`src/rtl/sign_mag_stream.sv`:
```
// Two-stage valid/ready converter from two's-complement to sign-magnitude.
// Optional most-negative clamping and saturation-event counter: `SIGN_MAG_SAT_EN.
module sign_mag_stream #(
  parameter int WIDTH = 12,
  parameter int CNT_W = 8
) (
  input  logic             clk,
  input  logic             rst_n,
  input  logic             in_valid,
  output logic             in_ready,
  input  logic [WIDTH-1:0] in_data,
  output logic             out_valid,
  input  logic             out_ready,
  output logic             out_sign,
  output logic [WIDTH-1:0] out_mag,
  output logic             out_sat,
  input  logic             cnt_clr,
  output logic [CNT_W-1:0] sat_count
);

  localparam logic [WIDTH-1:0] MOST_NEG = {1'b1, {(WIDTH-1){1'b0}}};
  localparam logic [WIDTH-1:0] MAX_POS  = {1'b0, {(WIDTH-1){1'b1}}};
  localparam logic [WIDTH-1:0] ONE      = {{(WIDTH-1){1'b0}}, 1'b1};

  logic             s1_valid_reg;
  logic [WIDTH-1:0] s1_data_reg;
  logic             s1_sign_reg;
  logic             s1_mneg_reg;

  logic             s2_valid_reg;
  logic             s2_sign_reg;
  logic [WIDTH-1:0] s2_mag_reg;
  logic             s2_sat_reg;

  logic             s1_adv;
  logic             s2_adv;
  logic [WIDTH-1:0] mag_next;
  logic             sat_next;

  // Ready ripples back combinationally so a full pipe resumes without a bubble.
  always_comb begin
    s2_adv   = !s2_valid_reg || out_ready;
    s1_adv   = !s1_valid_reg || s2_adv;
    in_ready = s1_adv;
  end

  always_comb begin
    mag_next = s1_sign_reg ? (~s1_data_reg + ONE) : s1_data_reg;
    sat_next = 1'b0;
`ifdef SIGN_MAG_SAT_EN
    if (s1_mneg_reg) begin
      mag_next = MAX_POS;
      sat_next = 1'b1;
    end
`else
    // 2^(WIDTH-1) fits as an unsigned magnitude, so no clamping is needed.
    if (s1_mneg_reg) begin
      mag_next = MOST_NEG;
    end
`endif
  end

  always_ff @(posedge clk or negedge rst_n) begin
    if (!rst_n) begin
      s1_valid_reg <= 1'b0;
      s1_data_reg  <= '0;
      s1_sign_reg  <= 1'b0;
      s1_mneg_reg  <= 1'b0;
    end else if (s1_adv) begin
      s1_valid_reg <= in_valid;
      if (in_valid) begin
        s1_data_reg <= in_data;
        s1_sign_reg <= in_data[WIDTH-1];
        s1_mneg_reg <= (in_data == MOST_NEG);
      end
    end
  end

  always_ff @(posedge clk or negedge rst_n) begin
    if (!rst_n) begin
      s2_valid_reg <= 1'b0;
      s2_sign_reg  <= 1'b0;
      s2_mag_reg   <= '0;
      s2_sat_reg   <= 1'b0;
    end else if (s2_adv) begin
      s2_valid_reg <= s1_valid_reg;
      if (s1_valid_reg) begin
        s2_sign_reg <= s1_sign_reg;
        s2_mag_reg  <= mag_next;
        s2_sat_reg  <= sat_next;
      end
    end
  end

  assign out_valid = s2_valid_reg;
  assign out_sign  = s2_sign_reg;
  assign out_mag   = s2_mag_reg;

`ifdef SIGN_MAG_SAT_EN
  logic [CNT_W-1:0] cnt_reg;
  logic             cnt_inc;

  assign cnt_inc = s2_valid_reg && out_ready && s2_sat_reg && (cnt_reg != {CNT_W{1'b1}});

  always_ff @(posedge clk or negedge rst_n) begin
    if (!rst_n) begin
      cnt_reg <= '0;
    end else if (cnt_clr) begin
      cnt_reg <= '0;
    end else if (cnt_inc) begin
      cnt_reg <= cnt_reg + {{(CNT_W-1){1'b0}}, 1'b1};
    end
  end

  assign out_sat   = s2_sat_reg;
  assign sat_count = cnt_reg;
`else
  logic unused_sat_inputs;
  assign unused_sat_inputs = cnt_clr ^ s2_sat_reg;
  assign out_sat   = 1'b0;
  assign sat_count = '0;
`endif

endmodule
```
`config.mk`:
```
export PLATFORM = sky130hd
export DESIGN_NAME = sign_mag_stream
export DESIGN_NICKNAME = d
export VERILOG_FILES = /design/src/rtl/sign_mag_stream.sv
export SDC_FILE = /design/constraint.sdc
export NUM_CORES = 1
export LEC_CHECK = 0
export CAP_MARGIN = 20
export CORE_ASPECT_RATIO = 1.2
export CORE_MARGIN = 2
export CORE_UTILIZATION = 28
export DETAILED_ROUTE_END_ITERATION = 12
export PLACE_DENSITY_LB_ADDON = 0.25
export SLEW_MARGIN = 10
export SYNTH_ARGS = -nofsm -noshare
export SYNTH_HDL_FRONTEND = slang
export SYNTH_SLANG_ARGS = --single-unit
export TNS_END_PERCENT = 1
```
`constraint.sdc`:
```
create_clock -name clk -period 2.1 [get_ports clk]
set_clock_uncertainty 0.15 [all_clocks]
set_input_delay 0.42 -clock clk [delete_from_list [all_inputs] [get_ports clk]]
set_output_delay 0.42 -clock clk [all_outputs]
set_load 0.05 [all_outputs]
```
==> impl_metrics.ini <==
[route]
wl_per_cell_um = 12.4
ant_nets = 0
drtIter0Drc = 12
drt-pass1-iter-count = 3
wl_mm = 2.67
remaining_drc_errors = 0
vias_per_cell = 4.64
num_vias = 997

[layout]
fin_util_pct = 37.5
layout_common_cells = dfrtp_1, clkdlybuf4s50_1, buf_4
area_delta_synth_final_pct = 27.3
nets = 176
final_common_cell = dfrtp_1
drive_gt1_share_pct = 25.5
antenna-diode-count = 0
fin_area_um2 = 1730
stdcell_count = 215

[worst_setup_path]
crit_fanout = 2
slowest_delay_ps = 800
critPathTopFamily = buffers and inverters
rr_worst_depth = 4
cp_cell_sequence = clkdlybuf4s50_1
rr_startpoint = s1_data_reg[4]
path_class = reg2out
crit_required_ps = 1530
critPathBufInv = 1
critPathSlowestCell = clkdlybuf4s50_1
worst-endpoint-arrival_ps = 1430
startpoint_type = flip-flop
reg2reg_slack_ps = 360
end_kind = primary output
r2r_end = out_mag[7]

[floorplan]
fp.dieH_um = 80.4
core_um2 = 4630
rows = 27
start_util_pct = 29.4
boundaryPins = 41
die_w_um = 67.7
die-area_um2 = 5440

[clock_network]
cts_num_sinks = 28
cts_buffer_depth = 2
tritoncts = yes
clockRootBuffer = clkbuf_8
clk_pin_slew_ps = 90
cts_resized = 0
cts-htree-levels = 1
postCtsSetupBuffers = 0
numCtsBuffers = 3
clock_latency_ps = 270
hold_buffers = 0

[sta]
drv_slew = 0
setup_viol = 0
hold_viol_final = 0
fmax_mhz = 500
fin_crit_ps = 2000
fin_setup_tns_ps = 0
timing.final.crit_share_pct = 95.2
holdWs_ps = 337
rsz0062_at_grt = false
setup_ws_ps = 100

[placed_design]
placed_area_um2 = 1690
dp_cells = 211
place_congestion = 0.852
preCtsSetupSlack_ps = 74.7
hpwl_mm = 2.15
portBuffers = 30

[synth]
synth_cells = 124
synth_top_area_share_pct = 51.4
yosysSeqAreaShare_pct = 51.4
avgSynthCellArea_um2 = 11.0
synthesis.area_um2 = 1360
ys_ff_latch = 28
ys_warn_count = 0
yosysTopAreaCell = dfrtp_1
synthDistinctLibCells = 32
synthTopCellsByArea = dfrtp_1, mux2_2, buf_4, nand2_1, xnor2_1

[grt]
grt_max_degree = 29
grt_pass1_wl_mm = 4.77
antenna_found_initial = 0
grt_pass1_vias = 1016
grt_util_all_layers_pct = 11.6
overflow = 0

[min_path]
holdPathEnd = out_mag[0]
hold_path.class = reg2reg
min_from = out_mag[0]
min_delay_path_depth = 2

[status]
status = completed

[power]
peakVddDrop_mv = 0.380
total_power_mw = 1.73
p_per_area_nw_per_um2 = 996
total_leakage_power_nw = 0.743

[run]
cap_viol_max_count = 0
[how the worst max path moves through the flow]
stage / from / endpoint / slack, ps / depth (start not counted)
4_1_cts: out_mag[0] / out_mag[0] / 90 / 1
6_report: out_mag[0] / out_mag[0] / 100 / 1
5_1_grt: out_mag[0] / out_mag[0] / 40 / 1
3_3_place_gp: out_ready / s1_data_reg[7] / 110 / 4
2_1_floorplan: out_valid / s1_data_reg[10] / 30 / 4
3_5_place_dp: out_ready / s1_data_reg[3] / 70 / 4
[synth_stat cells, drive strengths merged]
library cell,count
a21oi,3
a31oi,2
a41oi,1
buf,10
clkbuf,2
conb,1
dfrtp,28
ha,1
inv,4
mux2,12
mux2i,1
nand2,15
nand2b,1
nand3,1
nand3b,1
nor2,3
nor3,1
nor4,5
nor4b,1
o21ai,13
o21bai,1
o31ai,4
o41ai,1
or2,2
or4,1
xnor2,6
xor2,3
[power by group]
part	internal [mW]	switching, mW	total [mW]
clock network	0.136	0.161	0.297
registers	0.643	0.0920	0.735
logic	0.242	0.453	0.695
[worst register-to-register path: stages, from the launching register on]
cell and delay [ps]:
dfrtp_1 460, or4_4 580, o31ai_4 190, xor2_1 160, o21ai_1 80
[cells by family after synthesis]
kind of cell | Yosys count | synth area share (%)
adder cells (fa/ha/maj) | 1 | 0.918
AND/OR/NAND/NOR | 31 | 11.8
AO/OA/AOI/OAI | 25 | 12.1
buffers and inverters | 16 | 6.98
flip-flops | 28 | 51.4
other | 1 | 0.275
XOR/XNOR | 9 | 5.79
multiplexers | 13 | 10.7
[area by class of cell]
class                           count  area (um2)
Clock buffer                        4        45.0
Fill cell                         466        2890
Inverter                            4        15.0
Multi-Input combinational cell     88         599
Sequential cell                    28         702
Tap cell                           58        72.6
Timing Repair Buffer               33         300
[per-layer routing]
metal,vias up,routed length [um],GRT usage [%]
met2,30,1350,19.4
met3,7,143,1.96
met1,479,1100,13.8
met5,-,0,0
met4,0,70,6.12
li1,481,-,-
Note: power is estimated with default switching activity, not from simulation.
